File: config.mk
export PLATFORM = sky130hd
export DESIGN_NAME = control_unit
export DESIGN_NICKNAME = d
export VERILOG_FILES = /design/src/rtl/cu_pkg.sv /design/src/rtl/imm_gen.sv /design/src/rtl/control_unit.sv
export SDC_FILE = /design/constraint.sdc
export NUM_CORES = 1
export LEC_CHECK = 0
export CAP_MARGIN = 25
export CORE_AREA = 10 10 189 191
export CTS_BUF_LIST = sky130_fd_sc_hd__clkbuf_8
export DETAILED_ROUTE_END_ITERATION = 8
export DIE_AREA = 0 0 199 201
export GPL_TIMING_DRIVEN = 1
export PLACE_DENSITY = 0.62
export SLEW_MARGIN = 20
export SYNTH_ARGS = -nofsm -noshare
export SYNTH_HDL_FRONTEND = slang
export SYNTH_SLANG_ARGS = --single-unit
export TNS_END_PERCENT = 20
File: constraint.sdc
create_clock -name clk -period 5.28 [get_ports clk]
set_input_delay 1.584 -clock clk [delete_from_list [all_inputs] [get_ports clk]]
set_output_delay 1.584 -clock clk [all_outputs]
set_load 0.05 [all_outputs]
File: src/rtl/cu_pkg.sv
// Shared constants for the RV32I control unit: instType codes, opcodes,
// branch fun3 codes, FSM state enum and control-word bit positions.
package cu_pkg;

  localparam logic [3:0] IT_LOAD  = 4'd0;
  localparam logic [3:0] IT_IMM   = 4'd1;
  localparam logic [3:0] IT_STORE = 4'd2;
  localparam logic [3:0] IT_REG   = 4'd3;
  localparam logic [3:0] IT_LUI   = 4'd4;
  localparam logic [3:0] IT_AUIPC = 4'd5;
  localparam logic [3:0] IT_BRNCH = 4'd6;
  localparam logic [3:0] IT_JALR  = 4'd7;
  localparam logic [3:0] IT_JAL   = 4'd8;

  localparam logic [6:0] OP_LOAD  = 7'h03;
  localparam logic [6:0] OP_IMM   = 7'h13;
  localparam logic [6:0] OP_STORE = 7'h23;
  localparam logic [6:0] OP_REG   = 7'h33;
  localparam logic [6:0] OP_LUI   = 7'h37;
  localparam logic [6:0] OP_AUIPC = 7'h17;
  localparam logic [6:0] OP_BRNCH = 7'h63;
  localparam logic [6:0] OP_JALR  = 7'h67;
  localparam logic [6:0] OP_JAL   = 7'h6F;

  localparam logic [2:0] F3_BEQ  = 3'b000;
  localparam logic [2:0] F3_BNE  = 3'b001;
  localparam logic [2:0] F3_BLT  = 3'b100;
  localparam logic [2:0] F3_BGE  = 3'b101;
  localparam logic [2:0] F3_BLTU = 3'b110;
  localparam logic [2:0] F3_BGEU = 3'b111;

  typedef enum logic [1:0] {
    FETCH = 2'd0,
    EXEC  = 2'd1,
    HALT  = 2'd2
  } state_t;

  // addi x0,x0,0
  localparam logic [22:0] NOP_CWORD = 23'h000001;

  localparam int CW_RS2 = 18;
  localparam int CW_RS1 = 13;
  localparam int CW_RD  = 8;
  localparam int CW_F7  = 7;
  localparam int CW_F3  = 4;
  localparam int CW_IT  = 0;

endpackage

File: src/rtl/imm_gen.sv
// Immediate generator: ir (32) in, imm (32) out, sign-extended per opcode
// format (I/S/B/U/J); unknown opcodes give 0.
module imm_gen
  import cu_pkg::*;
(
  input  logic [31:0] ir,
  output logic [31:0] imm
);

  logic [6:0] opc;

  assign opc = ir[6:0];

  always_comb begin
    imm = '0;
    unique case (1'b1)
      (opc == OP_LOAD),
      (opc == OP_IMM),
      (opc == OP_JALR):
        imm = {{20{ir[31]}}, ir[31:20]};
      (opc == OP_STORE):
        imm = {{20{ir[31]}}, ir[31:25], ir[11:7]};
      (opc == OP_BRNCH):
        imm = {{19{ir[31]}}, ir[31], ir[7],
               ir[30:25], ir[11:8], 1'b0};
      (opc == OP_LUI),
      (opc == OP_AUIPC):
        imm = {ir[31:12], 12'b0};
      (opc == OP_JAL):
        imm = {{11{ir[31]}}, ir[31], ir[19:12],
               ir[20], ir[30:21], 1'b0};
      default: imm = '0;
    endcase
  end

endmodule

File: src/rtl/control_unit.sv
// Multi-cycle fetch/decode/sequencing unit for an RV32I datapath.
// Ports: clk, rst (sync, active-high); imem_req/imem_addr/imem_rdata/
// imem_valid fetch port; r_for_pc/r_rs2 register operands; cword, pc,
// imm, retire_cnt, halted outputs. Optional macro CU_ILLEGAL_HALT_EN:
// illegal instructions halt the unit instead of being skipped.
module control_unit
  import cu_pkg::*;
#(
  parameter logic [31:0] RESET_PC = 32'h0000_0000
) (
  input  logic        clk,
  input  logic        rst,
  output logic        imem_req,
  output logic [31:0] imem_addr,
  input  logic [31:0] imem_rdata,
  input  logic        imem_valid,
  input  logic [31:0] r_for_pc,
  input  logic [31:0] r_rs2,
  output logic [22:0] cword,
  output logic [31:0] pc,
  output logic [31:0] imm,
  output logic [31:0] retire_cnt,
  output logic        halted
);

  state_t      state_q, state_d;
  logic [31:0] ir_q;
  logic [31:0] pc_q;
  logic [31:0] retire_q;
  logic [31:0] imm_raw;
  logic [31:0] tgt;
  logic [31:0] next_pc;
  logic [6:0]  opc;
  logic [2:0]  f3;
  logic [3:0]  itype;
  logic        legal;
  logic        taken;
  logic        fun7;

  assign opc = ir_q[6:0];
  assign f3  = ir_q[14:12];

  imm_gen u_imm_gen (
    .ir  (ir_q),
    .imm (imm_raw)
  );

  always_comb begin
    itype = IT_IMM;
    legal = 1'b1;
    unique case (1'b1)
      (opc == OP_LOAD): begin
        itype = IT_LOAD;
        legal = (f3 != 3'b011) && (f3 < 3'b110);
      end
      (opc == OP_IMM):   itype = IT_IMM;
      (opc == OP_STORE): begin
        itype = IT_STORE;
        legal = (f3 <= 3'b010);
      end
      (opc == OP_REG):   itype = IT_REG;
      (opc == OP_LUI):   itype = IT_LUI;
      (opc == OP_AUIPC): itype = IT_AUIPC;
      (opc == OP_BRNCH): begin
        itype = IT_BRNCH;
        legal = (f3 != 3'b010) && (f3 != 3'b011);
      end
      (opc == OP_JALR):  itype = IT_JALR;
      (opc == OP_JAL):   itype = IT_JAL;
      default:           legal = 1'b0;
    endcase
    if (ir_q[1:0] != 2'b11) legal = 1'b0;
  end

  // fun7 only distinguishes add/sub, srl/sra and srli/srai
  assign fun7 = ir_q[30] &
                ((itype == IT_REG) |
                 ((itype == IT_IMM) && (f3 == 3'b101)));

  always_comb begin
    taken = 1'b0;
    unique case (f3)
      F3_BEQ:  taken = (r_for_pc == r_rs2);
      F3_BNE:  taken = (r_for_pc != r_rs2);
      F3_BLT:  taken = ($signed(r_for_pc) < $signed(r_rs2));
      F3_BGE:  taken = ($signed(r_for_pc) >= $signed(r_rs2));
      F3_BLTU: taken = (r_for_pc < r_rs2);
      F3_BGEU: taken = (r_for_pc >= r_rs2);
      default: taken = 1'b0;
    endcase
  end

  always_comb begin
    tgt = pc_q + 32'd4;
    if (legal) begin
      unique case (1'b1)
        (itype == IT_JAL):
          tgt = pc_q + imm_raw;
        (itype == IT_JALR):
          tgt = (r_for_pc + imm_raw) & ~32'd1;
        (itype == IT_BRNCH) && taken:
          tgt = pc_q + imm_raw;
        default: ;
      endcase
    end
    next_pc = tgt & ~32'd3;
  end

  always_comb begin
    state_d  = state_q;
    imem_req = 1'b0;
    cword    = NOP_CWORD;
    imm      = '0;
    unique case (state_q)
      FETCH: begin
        imem_req = 1'b1;
        if (imem_valid) state_d = EXEC;
      end
      EXEC: begin
        state_d = FETCH;
        if (legal) begin
          cword = '0;
          cword[CW_RS2 +: 5] = ir_q[24:20];
          cword[CW_RS1 +: 5] = ir_q[19:15];
          cword[CW_RD  +: 5] = ir_q[11:7];
          cword[CW_F7]       = fun7;
          cword[CW_F3  +: 3] = f3;
          cword[CW_IT  +: 4] = itype;
          imm = imm_raw;
        end
`ifdef CU_ILLEGAL_HALT_EN
        else begin
          state_d = HALT;
        end
`endif
      end
      default: begin
`ifdef CU_ILLEGAL_HALT_EN
        state_d = HALT;
`else
        state_d = FETCH;
`endif
      end
    endcase
  end

  always_ff @(posedge clk) begin
    if (rst) begin
      state_q  <= FETCH;
      ir_q     <= '0;
      pc_q     <= RESET_PC;
      retire_q <= '0;
    end else begin
      state_q <= state_d;
      if ((state_q == FETCH) && imem_valid)
        ir_q <= imem_rdata;
      if ((state_q == EXEC) && (state_d == FETCH))
        pc_q <= next_pc;
      if ((state_q == EXEC) && legal)
        retire_q <= retire_q + 32'd1;
    end
  end

  assign pc         = pc_q;
  assign imem_addr  = pc_q;
  assign retire_cnt = retire_q;

`ifdef CU_ILLEGAL_HALT_EN
  assign halted = (state_q == HALT);
`else
  assign halted = 1'b0;
`endif

endmodule

==> results.md, run 1 <==
Route:
- The number of DRC markers in iteration 0 is 811.
- Once detail routing completed, the nets flagged for antenna violations numbered 0.
- The number of vias per cell after detailed routing is 5.34.
- The average wire per cell in the routed design is 20.7 µm.
- After detailed routing, the number of remaining DRC violations is 0.
- The first-pass iteration count of the detailed router is 7.
- The total routed wirelength is 39.4 mm.
- The total number of vias is 10200.

Global routing:
- Entering global routing, the biggest net connects between 80 and 90 pins.
- The first global-routing pass estimated 59.7 mm of wire.
- The via count of the first global-routing pass is between 9000 and 10000.
- In the global route stage, overall resource usage came out at 0.191.
- The total congestion overflow after global routing is 0.
- The initial antenna violation count was 3.

Clock tree:
- The root buffer cell chosen for the clock tree is clkbuf_8.
- The clock slew at the register clock pins of the worst setup and hold paths is 0.11 ns.
- The quantity of hold-fixing buffers added after cts is 0.
- The clock insertion delay at the later pin of the skew report is 0.40 ns.
- The buffer depth of the longest clock path is 2.
- In this run the post-CTS setup repair buffer count came out at 0.
- The CTS tree is built.
- The H-tree was split into 3 levels.
- Counting every sink on the clock net gives 96.
- The total CTS buffers is 9.

Synthesis:
- After synthesis, the share of cell area in mux cells is 0.00346.
- Among all cell types in the netlist, the one instantiated most often is nand2_1.
- Synthesis inferred between 90 and 100 register bits.
- Among all flip-flop cells after synthesis, the most frequent one is dfxtp_1.
- The portion of synthesized cell area occupied by the leading cell type is 0.204.
- By area the synthesized netlist is led by dfxtp_1, ha_1, a21oi_1.
- The mapped netlist covers 0.00940 mm².
- The number of warnings reported in the yosys synthesis log is 0.
- The average instance in the mapped netlist occupies 7.36 µm².
- By count the netlist is led by nand2_1, a21oi_1, dfxtp_1.
- The number of instances in the synthesized netlist is 1277.
- The dominant combinational cell family by area after synthesis is compound AO/OA/AOI/OAI gates.
- The post-synthesis cell type count is between 70 and 80.
- For this run, the register share of the synthesized area comes to 0.204.
- Of the total synthesized cell area, the portion taken by XOR and XNOR cells is 0.0857.
- The simple-gate portion of the synthesized area is 0.251.
- The share of flip-flops with an asynchronous set or reset after synthesis is 0.
- Of all cell types, the one taking the most synthesized area is dfxtp_1.
- The share of synthesized cell area in full adder, half adder and majority cells is 0.126.
- The synthesized-area fraction occupied by ao, oa, aoi and oai cells is 0.254.
- Counting flops with a built-in enable in the synthesized netlist gives 0.

Layout:
- The cell area after layout is approximately 0.012 mm².
- The area taken by flip-flops and latches is 0.00192 mm².
- The multi-input gate area in the final layout is 0.00682 mm².
- The layout filler cell count is 3334.
- In the final layout, the share of cells above drive strength 1 is 0.0576.
- The layout overhead on the synthesized area is 31.6%.
- After the last flow step, the layout net total stands at 1680.

Job:
- Across the run, the number of max-cap violations was 0.

Power:
- The maximum vdd drop is 0.0918 mV.
- The leakage power is 5.20 nW.
- Total power for the finished layout comes to 0.00155 W.
- Power spread over the standard cell area amounts to 126 mW/mm².

STA:
- The count of final hold-check violations was 0.
- The final setup violation count is 0.
- Setup repair after global routing left no endpoint under its margin.
- The number of max-slew violations in the final report is 0.
- Subtracting the final worst setup slack from the clock period gives 5.04 ns.
- In the finished design, the share of the clock period the worst path needs comes to 0.955.
- The maximum clock frequency is 0.198 GHz.
- On the final layout, the worst clock skew is around 0.016 ns.
- The worst-case headroom to the max-slew limit is 0.340.
- Setup total negative slack on the finished layout was measured at 0 ns.
- At the pin with the least slew margin, the transition time is 0.991 ns.

Worst setup path:
- The setup check on the worst reg-to-reg path leaves a slack of 0.33 ns.
- Along the worst path, the maximum fanout reaches 6.
- The critical path ends at imem_addr[7].
- The critical path in this run is classified as in -> reg.
- In this run the critical register-to-register path is launched from ir_q[2].
- The critical path data required time is 5.60 ns.
- The category of the worst setup path launch point is an input port.
- Counting cells, the worst reg-to-reg path comes to 15.
- The capturing element type of the critical path is a flip-flop.
- The beginning of the critical path is r_rs2[31].
- The arrival time of the worst setup path is 5.36 ns.
- The worst register-to-register path ends at imem_addr[31].

Floorplanning:
- The floorplan step defined a core boundary enclosing 0.0320 mm².
- For this configuration, the core starts out at a cell density of 0.293.
- The height of the die is 201 µm.
- The die is about 200 µm wide.
- The number of top-level design ports is 252.
- The die covers 0.0400 mm².
- The initialized floorplan defines 66 standard-cell rows.

Place:
- Input and output buffers added on the ports amount to 246.
- The global placement routability congestion is 0.929.
- The HPWL after detailed placement is 32.0 mm.
- Summing all placed instances gives a cell area of between 0.01 and 0.015 mm².

Hold path:
- The class of the tightest hold or removal check is reg -> reg.

Run status:
- The run finished with clean final reports.
stage by stage:
| stage | hold WS (ns) | worst slack (ns) | utilization | instances |
|---|---|---|---|---|
| final | 0.490 | 0.238 | 0.386 | 1902 |
| after floorplan | 0.445 | 0.852 | - | 1282 |
| after detailed placement | 0.472 | -0.0851 | 0.380 | 1884 |
| after global routing | 0.506 | 0.0342 | 0.386 | 1902 |
| after global placement | 0.459 | -0.0712 | 0.380 | 1884 |
| after CTS | 0.491 | 0.0428 | 0.386 | 1900 |
worst min-delay path by stage:
stage	to	slack, ns	from	cells past startpoint
detailed placement	ir_q[11]	0.47	ir_q[11]	2
finish	ir_q[11]	0.49	ir_q[11]	2
global route	ir_q[11]	0.51	ir_q[11]	2
global placement	ir_q[19]	0.46	ir_q[19]	2
floorplan	ir_q[10]	0.45	ir_q[10]	2
CTS	ir_q[11]	0.49	ir_q[11]	2
state kept, by name, summed over array words and instances (netlist names):
name	cells
ir_q	32
imem_addr	30
state_q	2
retire_cnt	32
power by group:
group	switching (W)	internal [W]	leakage [nW]
clock network	0.000320	0.000180	0.0848
registers	0.0000237	0.000737	0.777
logic	0.000157	0.000137	4.34
metal layers:
metal	wire, µm	global-route usage	part of all wire
met4	1160	0.0643	0.029
met2	18400	0.312	0.47
met5	0	0	0
met1	16800	0.241	0.43
met3	3010	0.0424	0.076
logic make-up after synthesis:
logic type / Yosys count
xor gates and xnor gates: 92
and+or+nand+nor: 479
buffers and inverters: 150
DFF: 96
adders and majority gates: 94
other: 1
muxes: 3
AOI/OAI and AO/OA: 362
layout make-up:
| type | instances | area share |
|---|---|---|
| multi-input cells | 1036 | 0.551 |
| repair buffers | 282 | 0.218 |
| flip-flops and latches | 96 | 0.155 |
| well taps | 408 | 0.0412 |
| inverters | 62 | 0.0188 |
| clock buffers | 9 | 0.0100 |
| clock inverters | 7 | 0.00485 |
| diodes | 2 | 0.000404 |
repair_timing:
| action | in CTS | in global routing |
|---|---|---|
| endpoints found under the hold margin | 0 | 0 |
| resized for setup | 0 | 2 |
| setup endpoints to repair | 0 | 1 |
critical path, cell delays in order:
cell and delay (ns):
clkdlybuf4s50_1 0.45, inv_1 0.04, ha_1 0.38, nand2_1 0.15, nor3_1 0.60, o221ai_1 0.38, o211ai_1 0.26, o2111a_1 0.24
a211oi_1 0.05, buf_4 0.15, o21ai_2 0.34, buf_4 0.24, a22o_1 0.15, o21ai_0 0.08, a211oi_1 0.25
cells in the final DEF (no fill, tap or decap), types with 9 or more instances in the layout:
master           synthesis  routed
clkdlybuf4s50_1          0     234
nand2_1                146     145
a21oi_1                115     115
dfxtp_1                 96      96
ha_1                    93      93
nor2_1                  88      87
inv_1                   62      62
xor2_1                  56      56
and2_1                  56      55
o21ai_0                 48      48
nand3_1                 47      47
buf_4                   35      47
a21o_1                  44      44
xnor2_1                 36      36
nand4_1                 29      29
and3_1                  27      27
nor3_1                  24      23
a211oi_1                22      22
nand2b_1                16      16
o21ai_1                 15      13
or3_1                   12      12
a22o_1                  11      11
a22oi_1                  9       9
clkbuf_8                 0       9
(Power assumes the default switching activity.)
==> inputs of run 2 (changes only) <==
- CELL_PAD_IN_SITES_DETAIL_PLACEMENT: not set -> 1
- CELL_PAD_IN_SITES_GLOBAL_PLACEMENT: not set -> 1
- CORE_AREA: 10 10 189 191 -> 10 10 173 207
- DIE_AREA: 0 0 199 201 -> 0 0 183 217
- PLACE_DENSITY: 0.62 -> 0.8
==> results.md, run 2 (synthesized netlist as in run 1, its figures left out) <==
Run status:
- Run status: completed (unchanged).

STA:
- The clock skew is 0.0248 ns (was 0.0164 ns).
- The final worst-path setup slack came to 0.188 ns (was 0.238 ns).
- The number of max-slew violations in the final report was 0 (unchanged).
- The maximum clock frequency is 0.196 GHz (was 0.198 GHz).
- The measured slew at the worst slew-check pin was 0.844 ns (was 0.991 ns).
- The post-route setup TNS is 0 ns (unchanged).
- The final setup violation count is 0 (unchanged).
- The clock period minus final worst setup slack is 5.09 ns (was 5.04 ns).
- The count of final hold-check violations is 0 (unchanged).
- Unrepaired setup endpoints after global routing: no (unchanged).
- The worst-case headroom to the max-slew limit came to 0.432 (was 0.340).
- The final clock period utilization by the worst path is 0.964 (was 0.955).

Worst setup path:
- The highest fanout seen on the critical path was 6 (unchanged).
- The capturing element type of the critical path is a primary output (was flip-flop).
- The arrival time of the worst setup path is 3.51 ns (was 5.36 ns).
- The critical path data required time is 3.70 ns (was 5.60 ns).
- The category of the worst setup path launch point is a flip-flop (was input port).
- The maximum single-stage delay on the critical path came to 0.82 ns (was 0.60 ns).
- The type of the worst setup path is reg -> out (was in -> reg).
- The critical path's slowest cell is clkdlybuf4s50_1 (was nor3_1).
- Cell chain of the critical path: nand4bb_1 -> nor3_1 -> nand2b_1 -> a22o_1 -> buf_4 -> and2_1 -> clkdlybuf4s50_1 (was clkdlybuf4s50_1 -> inv_1 -> ha_1 -> nand2_1 -> nor3_1 -> o221ai_1 -> o211ai_1 -> o2111a_1 -> a211oi_1 -> buf_4 -> o21ai_2 -> buf_4 -> a22o_1 -> o21ai_0 -> a211oi_1).
- The path depth of the worst reg2reg path is 16 (was 15).

Power:
- The combinational cell fraction of total power was 0.191 (was 0.189).
- The internal portion of total power is 0.00107 W (was 0.00105 W).
- The power per cell area came to 127 mW/mm² (was 126 mW/mm²).
- The part of the power in the clock network is 0.327 (was 0.322).
- The net switching component of the power was 0.000509 W (was 0.000500 W).
- The register share of total power was 0.482 (was 0.490).
- The maximum vdd drop is 0.0951 mV (was 0.0918 mV).
- The leakage power came to 5.21 nW (was 5.20 nW).
- The switching portion of total power was 0.323 (was 0.322).

Layout:
- The share of layout cells above drive strength 1 came to 0.0563 (was 0.0576).
- The final antenna diode count is 0 (was 2).
- The commonest non-fill, non-tap cell in the layout is clkdlybuf4s50_1 (unchanged).
- The post-route non-filler standard cell count came to 1899 (was 1902).
- Most used cells in the layout excluding fill and tap cells: clkdlybuf4s50_1, nand2_1, a21oi_1 (unchanged).
- The number of nets in the finished design is 1680 (unchanged).
- The layout overhead on the synthesized area is 31.8% (was 31.6%).

Route:
- The first-pass iteration count of the detailed router is 5 (was 7).
- The number of vias per cell after detailed routing is 5.46 (was 5.34).
- The number of DRC markers in iteration 0 is 696 (was 811).
- The final routed DRC violation total came to 0 (unchanged).
- The total routed wirelength is 40.5 mm (was 39.4 mm).
- The total number of vias came to 10400 (was 10200).
- The average wire per cell in the routed design is 21.3 µm (was 20.7 µm).
- The number of antenna-violating nets in the routed design came to 0 (unchanged).

Clock tree:
- The number of sinks on the clock net is 96 (unchanged).
- The clock insertion delay at the later pin of the skew report is 0.41 ns (was 0.40 ns).
- The CTS tree was built (unchanged).
- The total CTS buffers is 9 (unchanged).
- The clock slew at the register clock pins of the worst setup and hold paths is 0.12 ns (was 0.11 ns).
- The quantity of hold-fixing buffers added after cts is 0 (unchanged).
- The buffer cell driving the clock tree root is clkbuf_8 (unchanged).
- The buffer depth of the longest clock path is 2 (unchanged).
- The post-CTS repair timing setup buffer count is 0 (unchanged).
- The level count of the clock H-tree was 3 (unchanged).
- The post-cts repair resize count came to 0 (unchanged).

Floorplanning:
- The standard-cell row count is 72 (was 66).
- The core box area is 0.0319 mm² (was 0.0320 mm²).
- The floorplan die width came to 183 µm (was 199 µm).
- The die area is 0.0397 mm² (was 0.0400 mm²).
- The number of top-level design ports came to 252 (unchanged).
- The height of the die is 217 µm (was 201 µm).
- The initial core utilization was 0.295 (was 0.293).

Place:
- The global placement routability congestion is 0.905 (was 0.929).
- The post-DP HPWL is 33.4 mm (was 32.0 mm).
- The number of input and output port buffers inserted is 246 (unchanged).
- The number of cells in the design after placement is 1883 (was 1884).
- The setup slack after placement is 0.243 ns (was -0.0851 ns).

Global routing:
- The wire length of the first global-routing pass is 61.9 mm (was 59.7 mm).
- The overall routing resource usage is 0.195 (was 0.191).
- The initial antenna violation count is 1 (was 3).
- The total congestion overflow after global routing is 0 (unchanged).
- The via count of the first global-routing pass came to 10900 (was 9955).
- The largest net degree at the start of global routing came to 49 (was 85).

Hold path:
- The cell depth of the worst min-delay path was 2 (unchanged).
- The class of the tightest hold or removal check is reg -> reg (unchanged).

Job:
- The number of max-capacitance violations reported is 0 (unchanged).
## run 2: changes by cell type in the layout (fill, tap and decap cells not counted), sizes merged
| cell | delta |
|---|---|
| clkinv | +1 |
| diode | -2 |
| clkdlybuf4s50 | -1 |
| buf | +1 |
| clkbuf | +1 |
| clkinvlp | -1 |
| inv | -1 |
## run 2: cell type report
type | instances | area [µm²]
multi-input cells | 1036 | 6810
well taps | 407 | 509
flip-flops and latches | 96 | 1920
repair buffers | 282 | 2730
inverters | 62 | 233
clock inverters | 6 | 48.8
clock buffers | 10 | 138
fillers | 3963 | 19500
## run 2: critical path: cells and delay by family, from the launching register on
family          cells  cell delay [ns]
simple gates        4             1.32
buf+inv             2             1.03
flops               1             0.39
compound gates      1             0.34
## run 2: power by group through the flow
| stage | sequential (W) | clock (W) | combinational [W] |
|---|---|---|---|
| global route | 0.000762 | 0.000550 | 0.000327 |
| floorplan | 0.000769 | 0 | 0.000157 |
| global placement | 0.000775 | 0 | 0.000289 |
| CTS | 0.000760 | 0.000528 | 0.000300 |
| finish | 0.000760 | 0.000515 | 0.000301 |
| detailed placement | 0.000776 | 0 | 0.000299 |
## run 2: worst paths after layout
check                 from             to  slack, ns
hold reg to reg   ir_q[15]       ir_q[15]       0.49
setup / recovery   ir_q[1]         imm[3]       0.19
setup reg to reg   ir_q[1]  imem_addr[31]       0.42
hold / removal    ir_q[15]       ir_q[15]       0.49
## run 2: per-layer routing
layer,wire length (µm),up-vias,part of all wire,global-route usage
met3,3040,64,0.075,0.0535
met1,16300,4992,0.40,0.218
li1,-,4970,-,-
met2,19900,332,0.49,0.346
met4,1350,2,0.033,0.0728
met5,11,-,0.00027,0
## run 2: per-stage QoR
step | power, W | area (µm²) | utilization | hold WS (ns)
floorplan | 0.000926 | 9420 | - | 0.445
global placement | 0.00106 | 12200 | 0.382 | 0.459
detailed placement | 0.00107 | 12200 | 0.383 | 0.471
CTS | 0.00159 | 12400 | 0.389 | 0.486
global route | 0.00164 | 12400 | 0.389 | 0.523
finish | 0.00158 | 12400 | 0.389 | 0.489
